$ cat src/rtl/stack_spill_fill_pkg.sv
// Shared encodings for the stack spill/fill sequencer and its Io request
// interface: RAM access direction and destination register codes.
package stack_spill_fill_pkg;

    // Io request direction
    localparam logic RAM_READ  = 1'b0;
    localparam logic RAM_WRITE = 1'b1;

    // Io destination register codes for the top-of-stack registers
    localparam logic [2:0] REG_S1 = 3'd1;
    localparam logic [2:0] REG_S2 = 3'd2;
    localparam logic [2:0] REG_S3 = 3'd3;

    // Destination register tag for stack element idx (0 -> S1 ... 2 -> S3)
    function automatic logic [2:0] dest_reg(input logic [1:0] idx);
        logic [2:0] code;
        case (idx)
            2'd0:    code = REG_S1;
            2'd1:    code = REG_S2;
            default: code = REG_S3;
        endcase
        return code;
    endfunction

endpackage

$ cat src/rtl/stack_spill_fill.sv
// Stack spill/fill sequencer: moves up to three top-of-stack words between the
// core and RAM as a back-to-back burst of single-word requests to Io.
// Spill writes S1..Sn to sp+0..sp+n-1, fill reads sp+0..sp+n-1 into S1..Sn.
module stack_spill_fill
    import stack_spill_fill_pkg::*;
#(
    parameter int addrBits = 8,
    parameter int dataBits = 16
) (
    input  logic                clk,
    input  logic                reset,
    input  logic                start,
    input  logic                mode,
    input  logic [1:0]          count,
    input  logic [addrBits-1:0] stackPointer,
    input  logic [dataBits-1:0] topOfStack1,
    input  logic [dataBits-1:0] topOfStack2,
    input  logic [dataBits-1:0] topOfStack3,
    output logic                ioReq,
    output logic                ioReadWriteAction,
    output logic [addrBits-1:0] ioAddress,
    output logic [dataBits-1:0] ioWriteValue,
    output logic [2:0]          ioDestinationRegister,
    input  logic                ioDone,
    input  logic [dataBits-1:0] ioReadValue,
    output logic [dataBits-1:0] nextTopOfStack1,
    output logic [dataBits-1:0] nextTopOfStack2,
    output logic [dataBits-1:0] nextTopOfStack3,
    output logic                busy,
    output logic                done
);

    localparam logic [1:0] ST_IDLE   = 2'd0;
    localparam logic [1:0] ST_XFER   = 2'd1;
    localparam logic [1:0] ST_FINISH = 2'd2;

    // Operation context captured on start
    logic [1:0]          state_q, state_d;
    logic [addrBits-1:0] sp_q, sp_d;
    logic                mode_q, mode_d;
    logic [1:0]          count_q, count_d;
    logic [dataBits-1:0] tos1_q, tos1_d;
    logic [dataBits-1:0] tos2_q, tos2_d;
    logic [dataBits-1:0] tos3_q, tos3_d;
    logic [1:0]          k_q, k_d;

    // Registered outputs
    logic                req_q, req_d;
    logic                rw_q, rw_d;
    logic [addrBits-1:0] addr_q, addr_d;
    logic [dataBits-1:0] wdata_q, wdata_d;
    logic [2:0]          dest_q, dest_d;
    logic [dataBits-1:0] nts1_q, nts1_d;
    logic [dataBits-1:0] nts2_q, nts2_d;
    logic [dataBits-1:0] nts3_q, nts3_d;
    logic                busy_q, busy_d;
    logic                done_q, done_d;

    logic [1:0]          k_next_s;

    // Captured stack value for element idx
    function automatic logic [dataBits-1:0] pick_tos(input logic [1:0] idx,
                                                     input logic [dataBits-1:0] t1,
                                                     input logic [dataBits-1:0] t2,
                                                     input logic [dataBits-1:0] t3);
        logic [dataBits-1:0] v;
        case (idx)
            2'd0:    v = t1;
            2'd1:    v = t2;
            default: v = t3;
        endcase
        return v;
    endfunction

    assign k_next_s = k_q + 2'd1;

    // Next-state logic: capture on start, advance the element on each completed request
    always_comb begin
        state_d = state_q;
        sp_d    = sp_q;
        mode_d  = mode_q;
        count_d = count_q;
        tos1_d  = tos1_q;
        tos2_d  = tos2_q;
        tos3_d  = tos3_q;
        k_d     = k_q;
        req_d   = req_q;
        rw_d    = rw_q;
        addr_d  = addr_q;
        wdata_d = wdata_q;
        dest_d  = dest_q;
        nts1_d  = nts1_q;
        nts2_d  = nts2_q;
        nts3_d  = nts3_q;
        busy_d  = busy_q;
        done_d  = 1'b0;

        case (state_q)
            ST_IDLE: begin
                if (start) begin
                    sp_d    = stackPointer;
                    mode_d  = mode;
                    count_d = count;
                    tos1_d  = topOfStack1;
                    tos2_d  = topOfStack2;
                    tos3_d  = topOfStack3;
                    nts1_d  = topOfStack1;
                    nts2_d  = topOfStack2;
                    nts3_d  = topOfStack3;
                    k_d     = 2'd0;
                    if (count == 2'd0) begin
                        // Nothing to move: complete immediately without a request
                        state_d = ST_FINISH;
                        done_d  = 1'b1;
                        busy_d  = 1'b0;
                        req_d   = 1'b0;
                    end else begin
                        state_d = ST_XFER;
                        busy_d  = 1'b1;
                        req_d   = 1'b1;
                        addr_d  = stackPointer;
                        dest_d  = REG_S1;
                        rw_d    = mode ? RAM_READ : RAM_WRITE;
                        wdata_d = mode ? {dataBits{1'b0}} : topOfStack1;
                    end
                end else begin
                    state_d = ST_IDLE;
                end
            end

            ST_XFER: begin
                if (req_q && ioDone) begin
                    if (mode_q) begin
                        case (k_q)
                            2'd0:    nts1_d = ioReadValue;
                            2'd1:    nts2_d = ioReadValue;
                            default: nts3_d = ioReadValue;
                        endcase
                    end else begin
                        nts1_d = nts1_q;
                    end
                    if (k_next_s == count_q) begin
                        state_d = ST_FINISH;
                        req_d   = 1'b0;
                        busy_d  = 1'b0;
                        done_d  = 1'b1;
                    end else begin
                        // Next element follows with no gap cycle; address wraps modulo 2^addrBits
                        k_d     = k_next_s;
                        addr_d  = sp_q + addrBits'(k_next_s);
                        dest_d  = dest_reg(k_next_s);
                        wdata_d = mode_q ? {dataBits{1'b0}}
                                         : pick_tos(k_next_s, tos1_q, tos2_q, tos3_q);
                    end
                end else begin
                    // Io wait state: payload held stable
                    state_d = ST_XFER;
                end
            end

            ST_FINISH: begin
                state_d = ST_IDLE;
            end

            default: begin
                state_d = ST_IDLE;
                req_d   = 1'b0;
                busy_d  = 1'b0;
            end
        endcase
    end

    // State and output registers with asynchronous active-low reset
    always_ff @(posedge clk or negedge reset) begin
        if (!reset) begin
            state_q <= ST_IDLE;
            sp_q    <= {addrBits{1'b0}};
            mode_q  <= 1'b0;
            count_q <= 2'd0;
            tos1_q  <= {dataBits{1'b0}};
            tos2_q  <= {dataBits{1'b0}};
            tos3_q  <= {dataBits{1'b0}};
            k_q     <= 2'd0;
            req_q   <= 1'b0;
            rw_q    <= RAM_READ;
            addr_q  <= {addrBits{1'b0}};
            wdata_q <= {dataBits{1'b0}};
            dest_q  <= REG_S1;
            nts1_q  <= {dataBits{1'b0}};
            nts2_q  <= {dataBits{1'b0}};
            nts3_q  <= {dataBits{1'b0}};
            busy_q  <= 1'b0;
            done_q  <= 1'b0;
        end else begin
            state_q <= state_d;
            sp_q    <= sp_d;
            mode_q  <= mode_d;
            count_q <= count_d;
            tos1_q  <= tos1_d;
            tos2_q  <= tos2_d;
            tos3_q  <= tos3_d;
            k_q     <= k_d;
            req_q   <= req_d;
            rw_q    <= rw_d;
            addr_q  <= addr_d;
            wdata_q <= wdata_d;
            dest_q  <= dest_d;
            nts1_q  <= nts1_d;
            nts2_q  <= nts2_d;
            nts3_q  <= nts3_d;
            busy_q  <= busy_d;
            done_q  <= done_d;
        end
    end

    assign ioReq                 = req_q;
    assign ioReadWriteAction     = rw_q;
    assign ioAddress             = addr_q;
    assign ioWriteValue          = wdata_q;
    assign ioDestinationRegister = dest_q;
    assign nextTopOfStack1       = nts1_q;
    assign nextTopOfStack2       = nts2_q;
    assign nextTopOfStack3       = nts3_q;
    assign busy                  = busy_q;
    assign done                  = done_q;

endmodule
$ cat config.mk
export PLATFORM = sky130hd
export DESIGN_NAME = stack_spill_fill
export DESIGN_NICKNAME = d
export VERILOG_FILES = /design/src/rtl/stack_spill_fill_pkg.sv /design/src/rtl/stack_spill_fill.sv
export SDC_FILE = /design/constraint.sdc
export NUM_CORES = 1
export LEC_CHECK = 0
export ABC_AREA = 1
export CORE_MARGIN = 3
export CORE_UTILIZATION = 54
export CTS_BUF_LIST = sky130_fd_sc_hd__clkbuf_8 sky130_fd_sc_hd__clkbuf_16
export DETAILED_ROUTE_END_ITERATION = 8
export PLACE_DENSITY = 0.85
export REMOVE_ABC_BUFFERS = 1
export SLEW_MARGIN = 10
export SYNTH_ARGS = -nofsm -noshare
export SYNTH_HDL_FRONTEND = slang
export SYNTH_SLANG_ARGS = --single-unit
$ cat constraint.sdc
create_clock -name clk -period 6.5 [get_ports clk]
set_clock_uncertainty 0.15 [all_clocks]
set_input_delay 0.975 -clock clk [delete_from_list [all_inputs] [get_ports clk]]
set_output_delay 0.975 -clock clk [all_outputs]
set_load 0.01 [all_outputs]
# == Yosys cells after proc, flatten, opt, wreduce, memory -nomap -nowiden ==
# Index checks and enable logic that the tools add are counted.
# word_totals
register_bits,141
inputBits,79
# op_classes
addsub,2
eq_ne,15
mux,54
bitwise_logic,2
reduce_logical,15
# op_table
cell,n
2-to-1 mux 16 bit,18
one-hot mux 16 bit (2 select lines),5
2-to-1 mux 8 bit,4
AND reduction 5 bit,4
one-hot mux 8 bit (2 select lines),1
2-to-1 mux 2 bit,7
inequality test 2 bit (second input constant),7
2-to-1 mux 3 bit,4
one-hot mux 2 bit (2 select lines),3
2-to-1 mux 1 bit,9
adder 8 x 2 -> 8 bit,1
zero test 2 bit,4
AND reduction 4 bit,2
== test 2 x 1 -> 1 bit (second input constant),3
one-hot mux 3 bit (2 select lines),1
inequality test 2 x 1 -> 1 bit (second input constant),2
inequality test 3 bit (second input constant),1
one-hot mux 1 bit (3 select lines),1
AND reduction 3 bit,1
adder 2 x 1 -> 2 bit (second input constant),1
== test 2 bit,1
== test 2 bit (second input constant),1
NOT 1 bit,2
one-hot mux 1 bit (2 select lines),1
other kinds (4),4

# == Longest topological paths before layout ==
# Gate-level depths: netlist of run 1.
# logic_depth
ltp_word,7
depth_mapped,11
ltp_nobuf,11

# == Worst setup path before layout of run 1 ==
# No wires, ideal clock.
# synth_timing
kind,register -> register
from,register k_q[0]
to,"register addr_q[4], in the netlist ioAddress[4]"
setup_ps,116
t_arrival_ps,1793
t_required_ps,6234
path_slack_ps,4441
stages_incl_launch_ff,10
path_buffers,0
cell_sequence,dfrtp_1 -> inv_1 -> ha_1 -> fa_1 -> nand3_1 -> nor2_1 -> o21ai_0 -> o21ai_0 -> nand2_1 -> nand2_1
# synth_via
elab_chain_cells,5
elab_cells_between_ends,8
classes_between,2 x add/sub; 2 x eq/ne; 3 x mux; 1 x reduce/logical
# synth_rtl
element,line_no,text
"start, declared",stack_spill_fill.sv:45,"logic [1:0] k_q, k_d;"
"start signal, assigned",stack_spill_fill.sv:202,k_q <= k_d;
adder 2 x 1 -> 2 bit (*),stack_spill_fill.sv:75,assign k_next_s = k_q + 2'd1;
adder 8 x 2 -> 8 bit,stack_spill_fill.sv:150,addr_d = sp_q + addrBits'(k_next_s);
2-to-1 mux 8 bit,stack_spill_fill.sv:142,if (k_next_s == count_q) begin
2-to-1 mux 8 bit,stack_spill_fill.sv:132,if (req_q && ioDone) begin
one-hot mux 8 bit (2 select lines),stack_spill_fill.sv:98,case (state_q)
"end signal, assigned",stack_spill_fill.sv:186,addr_q <= {addrBits{1'b0}};
"end signal, assigned",stack_spill_fill.sv:205,addr_q <= addr_d;
"end, declared",stack_spill_fill.sv:50,"logic [addrBits-1:0] addr_q, addr_d;"
# Mark *: on every way between the ends. The rest lies on a longest branch, timed or not. The select of a mux whose other input is x is not followed.
# A chain may end at the register's enable or synchronous reset.

# == Worst setup path after layout of run 1 ==
# layout_timing
from,input port start
to,"register nts3_q[1], in the netlist nextTopOfStack3[1]"
# layout_via
elab_chain_cells,2
# layout_rtl
element,line_no,text
"start, declared",stack_spill_fill.sv:12,"input logic start,"
inequality test 2 bit (no line),--,
AND reduction 5 bit (no line),--,
"end signal, assigned",stack_spill_fill.sv:191,nts3_q <= {dataBits{1'b0}};
"end signal, assigned",stack_spill_fill.sv:210,nts3_q <= nts3_d;
"end, declared",stack_spill_fill.sv:55,"logic [dataBits-1:0] nts3_q, nts3_d;"
# Every way passes these cells.

==> qor.yml, run 1 <==
initial_utilization: 0.561
syn_inst: 844
grt.overflow.total: 0
grt_pass1_vias: 5801
ant_nets: 0
setup_tns_ns: 0
antenna_cells: 0
syn_area_um2: 6820
crit_required_ns: 6.61
routabilityCongestion: 0.829
fp.dieH_um: 118
power_mw: 2.04
hold_depth: 2
clk_pin_slew_worst_paths_ns: 0.06
finalNetCount: 1064
grt_pass1_wl_um: 28500
clock-sinks: 140
fin_crit_ns: 3.26
power.leakage_nw: 4.65
post_drt_wl_per_cell_um: 15.1
synth_seq_area_share: 0.514
ff2ff_setup_slack_ns: 3.51
worstReg2RegEnd: "ioWriteValue[12]$_DFFE_PN0P_"
final_layout_size_suffix_gt1_frac: 0.0626
htreeDepth: 4
synth.distinct_cells: 31
hold_viol: 0
grt_max_degree: 103
status: "completed"
finalCritPeriodShare: 0.502
cap_viol_max_count: 0
ys_ff_latch: 140
setup_viol: 0
hold_path_class: "register to register"
power.density_nw_per_um2: 226
ios: 158
drc: 0
die_area_um2: 14000
cts_buffers: 17
die_w_um: 118
cp-start-kind: "primary input"
antenna_found_initial: 1
hold_path.startpoint: "ioDestinationRegister[0]$_DFFE_PN1P_"
portBuffers: 156
worst-setup-path-type: "primary input to register"
synth_warnings: 0
slew_headroom: 0.151
postCtsSetupBuffers: 0
firstDrtPassIters: 6
design_area_um2: 9010
cts_tree: "built"
cts_hold_buf: 0
timing.rr.start: "k_q[0]$_DFFE_PN0P_"
syn2layout_area_growth_pct: 32.2
ctsRootBufferMaster: "clkbuf_16"
tightest_slew_ns: 1.27
coreArea_um2: 12200
ctsResizeCount: 0
crit_arrival_ns: 3.37
avgSynthCellArea_um2: 8.08
vias: 6041
ir_drop_mv: 0.157
drv_slew: 0
end_kind: "register"
grt_usage: 0.253
fmax_mhz: 307
crit_fanout: 102
hpwl_um: 11000
first_iter_violations: 459
r2r_cells: 8
drt_wl_total_um: 17500
clockBufferDepth: 2
std_cell_rows: 40
clk_latency_ns: 0.42
worstHoldEndpoint: "ioDestinationRegister[0]$_DFFE_PN1P_"
rsz0062_at_grt: "no"
placed_cell_area_um2: 8350
viasPerCell: 5.22
-- logic make-up after synthesis --
logic type / count (synthesis) / synth area share
buffers and inverters: 143 / 0.0945
AOI/OAI and AO/OA: 152 / 0.116
muxes: 19 / 0.0314
DFF: 140 / 0.514
adders and majority gates: 8 / 0.0158
and+or+nand+nor: 379 / 0.226
other: 1 / 0.000550
xor gates and xnor gates: 2 / 0.00257
-- registers in the layout (all words and copies together), names as in the netlist --
register,flops
tos3_q,16
mode_q,1
ioWriteValue,16
ioAddress,8
k_q,2
tos2_q,16
state_q,2
count_q,2
nextTopOfStack1,16
done,1
busy,1
nextTopOfStack3,16
ioDestinationRegister,2
sp_q,8
tos1_q,16
ioReadWriteAction,1
nextTopOfStack2,16
-- per-layer routing --
layer	share of wire	global-route usage
met1	0.43	0.342
met4	0.017	0.0941
met3	0.064	0.0522
met2	0.49	0.406
met5	0.00074	0
-- critical path, stage by stage --
cell and delay (ns):
clkdlybuf4s50_1 0.54, nand2_4 0.53, nand2_4 0.35, nand3_2 0.58, nand2_1 0.26, o21ai_0 0.13
-- through the flow --
stage / hold slack (ns) / setup slack, ns / util / cells
floorplan: 0.303 / 3.60 / - / 800
global placement: 0.303 / 2.92 / 0.687 / 1126
detailed placement: 0.303 / 2.84 / 0.687 / 1126
CTS: 0.312 / 3.25 / 0.741 / 1158
global route: 0.356 / 3.02 / 0.741 / 1158
finish: 0.308 / 3.24 / 0.741 / 1158
-- cells in the final DEF, fill, tap and decap left out, drive strengths merged --
cell type      count
inv              101
dfrtp            139
fa                 1
clkinvlp           2
a21oi              7
nor2              45
xnor2              2
bufinv             4
ha                 7
clkinv             1
buf                3
mux2              19
clkbuf            23
conb               1
o22ai              2
nand2            298
dfstp              1
o211ai             2
nand3             36
clkdlybuf4s50    155
o21ai            141
-- worst max path at each step --
stage	start	to	slack, ns	cells after the start
global placement	start	nextTopOfStack3[13]$_DFFE_PN0P_	2.92	5
detailed placement	start	nextTopOfStack3[9]$_DFFE_PN0P_	2.84	5
floorplan	start	nextTopOfStack2[11]$_DFFE_PN0P_	3.60	5
global route	start	nextTopOfStack3[2]$_DFFE_PN0P_	3.02	5
finish	start	nextTopOfStack3[1]$_DFFE_PN0P_	3.24	6
CTS	start	nextTopOfStack3[1]$_DFFE_PN0P_	3.25	6
-- layout make-up --
type / count / area, um2
repair buffers: 158 / 1580
inverters: 99 / 372
flip-flops and latches: 140 / 3500
well taps: 168 / 210
clock buffers: 23 / 508
multi-input cells: 561 / 2690
fillers: 879 / 3150
clock inverters: 9 / 156
-- synthesized netlist by cell type, drive strengths merged --
cell type    n  share of area
nand2      298           0.17
o21ai      141           0.10
dfrtp      139           0.51
inv         99          0.054
nor2        45          0.026
nand3       36          0.029
buf         29          0.032
mux2        19          0.031
clkbuf      15         0.0083
a21oi        7         0.0057
ha           7          0.013
o211ai       2         0.0050
o22ai        2         0.0018
xnor2        2         0.0026
conb         1        0.00055
dfstp        1         0.0039
fa           1         0.0029
-- where the power goes --
| group | total, mW | internal [mW] | switching [mW] |
|---|---|---|---|
| Combinational | 0.0950 | 0.0489 | 0.0461 |
| Sequential | 0.872 | 0.872 | 0 |
| Clock | 1.07 | 0.705 | 0.367 |
(Power assumes the default switching activity.)
==> run 2: changes to the inputs <==
--- a/config.mk
+++ b/config.mk
@@ -7,10 +7,10 @@
 export LEC_CHECK = 0
 export ABC_AREA = 1
 export CORE_MARGIN = 3
-export CORE_UTILIZATION = 54
+export CORE_UTILIZATION = 51
 export CTS_BUF_LIST = sky130_fd_sc_hd__clkbuf_8 sky130_fd_sc_hd__clkbuf_16
 export DETAILED_ROUTE_END_ITERATION = 8
-export PLACE_DENSITY = 0.85
+export PLACE_DENSITY = 0.81
 export REMOVE_ABC_BUFFERS = 1
 export SLEW_MARGIN = 10
 export SYNTH_ARGS = -nofsm -noshare
==> constraint.sdc (replaced) <==
create_clock -name clk -period 3.2 [get_ports clk]
set_clock_uncertainty 0.15 [all_clocks]
set_input_delay 0.48 -clock clk [delete_from_list [all_inputs] [get_ports clk]]
set_output_delay 0.48 -clock clk [all_outputs]
set_load 0.01 [all_outputs]
==> qor.yml, run 2 (same netlist as run 1, synthesis figures left out) <==
cp.depth: 5  # -1
final_layout_size_suffix_gt1_frac: 0.0711  # +0.00852
antenna_found_initial: 0  # -1
tightest_slew_ns: 0.917  # -0.356 ns
cts_tree: "built"
final_util: 0.706  # -0.0357
crit_slowest_cell: "o211ai_4"
timing.rr.start: "state_q[0]$_DFFE_PN0P_"
ir_drop_mv: 0.367  # +130%
syn2layout_area_growth_pct: 32.6
hold_viol: 11  # +11
clk_pin_slew_worst_paths_ns: 0.06  # about the same
hold_path_class: "primary input to asynchronous set/reset pin"
crit_arrival_ns: 2.48  # -0.89 ns
holdWs_ns: -0.0377  # -0.346 ns
fmax_mhz: 421
firstDrtPassIters: 5  # -1
violations: "hold timing"
setup_viol: 0  # unchanged
crit_fanout: 32  # -69%
layout_common_cells: "292 x nand2_1, 155 x clkdlybuf4s50_1, 139 x dfrtp_1"
die_w_um: 122  # +2.7%
fin_crit_ns: 2.38
ctsRootBufferMaster: "clkbuf_16"
viasPerCell: 5.09  # -2.5%
hpwl_um: 11700  # +5.5%
routabilityCongestion: 0.861  # +3.8%
place_ws_ns: 0.833  # -2.00 ns
power.density_nw_per_um2: 443  # +96%
power.leakage_nw: 4.66  # +0.30%
clockBufferDepth: 2  # unchanged
cp_top_family: "compound AO/OA/AOI/OAI gates"
end_kind: "register"
status: "finished with violations"
crit_required_ns: 3.30  # -3.31 ns
worstReg2RegEnd: "nextTopOfStack2[7]$_DFFE_PN0P_"
antenna_cells: 0  # unchanged
postCtsSetupBuffers: 0  # unchanged
cts_buffers: 17  # unchanged
crit_top_cell: "inv_2"
drt_wl_total_um: 17900  # +2.8%
ios: 158  # unchanged
post_drt_wl_per_cell_um: 15.3  # +1.7%
cp_num_buf_inv: 2  # +1
drv_slew: 0  # unchanged
slowest_delay_ns: 0.81  # +0.23 ns
r2r_cells: 5  # -3
layout_commonest_cell: "nand2_1"
finalCritPeriodShare: 0.743
use_met3: 0.0696  # +0.0175
first_iter_violations: 504  # +9.8%
cap_viol_max_count: 0  # unchanged
vias: 5953  # -1.5%
die_area_um2: 14800  # +5.6%
rsz0062_at_grt: "no"
std_cell_rows: 41  # +2.5%
worst_slack_ns: 0.824  # -2.42 ns
worst-setup-path-type: "register to register"
grt_usage: 0.248  # -0.00460
grt_use_met2: 0.407  # +0.00141
portBuffers: 156  # unchanged
cts_hold_buf: 0  # unchanged
power_mw: 4.01  # +97%
initial_utilization: 0.532  # -0.0290
critical_path.cell_chain: "inv_2 > nor2_4 > inv_2 > o211ai_4 > o21ai_0"
ctsResizeCount: 0  # unchanged
ff2ff_setup_slack_ns: 0.82  # -2.69 ns
busiest_layer: "met2"
setup_tns_ns: 0  # unchanged
use_met1: 0.320  # -0.0215
finalNetCount: 1072  # +0.75%
grt_pass1_vias: 5645  # -2.7%
grt_pass1_wl_um: 28600  # +0.44%
drc: 0  # unchanged
grt.overflow.total: 0  # unchanged
grt_max_degree: 90  # -13%
fp.dieH_um: 122  # +2.7%
clock-sinks: 140  # unchanged
coreArea_um2: 12800  # +5.5%
slew_headroom: 0.386  # +0.235
ant_nets: 0  # unchanged
htreeDepth: 4  # unchanged
cp-start-kind: "register"
clk_latency_ns: 0.42  # about the same
## run 2: changes by cell type in the layout (fill, tap and decap cells not counted), sizes merged
cell | previous run | this run
buf | 3 | 11
clkinv | 1 | 4
clkbuf | 23 | 21
clkinvlp | 2 | 4
inv | 101 | 99
bufinv | 4 | 3
## run 2: metal layers
metal | vias to the layer above | wire [um]
li1 | 2920 | -
met1 | 2809 | 7680
met2 | 200 | 8720
met3 | 24 | 1270
met4 | 0 | 268
met5 | - | 0
## run 2: where the power goes
group / internal, mW / switching (mW)
registers: 1.77 / 0
logic: 0.103 / 0.0934
clock network: 1.30 / 0.743
## run 2: area by class of cell
class | instances | area, um2
clock buffer | 21 | 480
sequential | 140 | 3500
fill | 1032 | 3780
multi-input combinational | 561 | 2690
timing repair buffer | 166 | 1650
clock inverter | 11 | 140
inverter | 99 | 372
tap | 172 | 215
## run 2: worst register-to-register path, delay by kind of cell (launching register included)
kind | cells | cell delay, ns
buffers and inverters | 2 | 0.39
and+or+nand+nor | 1 | 0.25
DFF | 1 | 0.38
AOI/OAI and AO/OA | 2 | 1.04
## run 2: through the flow
| stage | cells | hold WS, ns | area (um2) |
|---|---|---|---|
| 4_1_cts | 1170 | 0.00310 | 9050 |
| 6_report | 1170 | -0.0377 | 9050 |
| 2_1_floorplan | 800 | 0.0344 | 6550 |
| 5_1_grt | 1170 | 0.0334 | 9050 |
| 3_3_place_gp | 1138 | 0.303 | 8430 |
| 3_5_place_dp | 1138 | 0.307 | 8430 |
## run 2: worst max-delay path by stage
stage	startpoint	to	slack, ns
detailed placement	state_q[1]$_DFFE_PN0P_	nextTopOfStack2[7]$_DFFE_PN0P_	0.83
global route	state_q[1]$_DFFE_PN0P_	nextTopOfStack2[7]$_DFFE_PN0P_	0.60
finish	state_q[0]$_DFFE_PN0P_	nextTopOfStack2[7]$_DFFE_PN0P_	0.82
floorplan	state_q[1]$_DFFE_PN0P_	nextTopOfStack2[11]$_DFFE_PN0P_	0.48
global placement	k_q[0]$_DFFE_PN0P_	ioAddress[4]$_DFFE_PN0P_	0.94
CTS	state_q[1]$_DFFE_PN0P_	nextTopOfStack2[7]$_DFFE_PN0P_	0.80
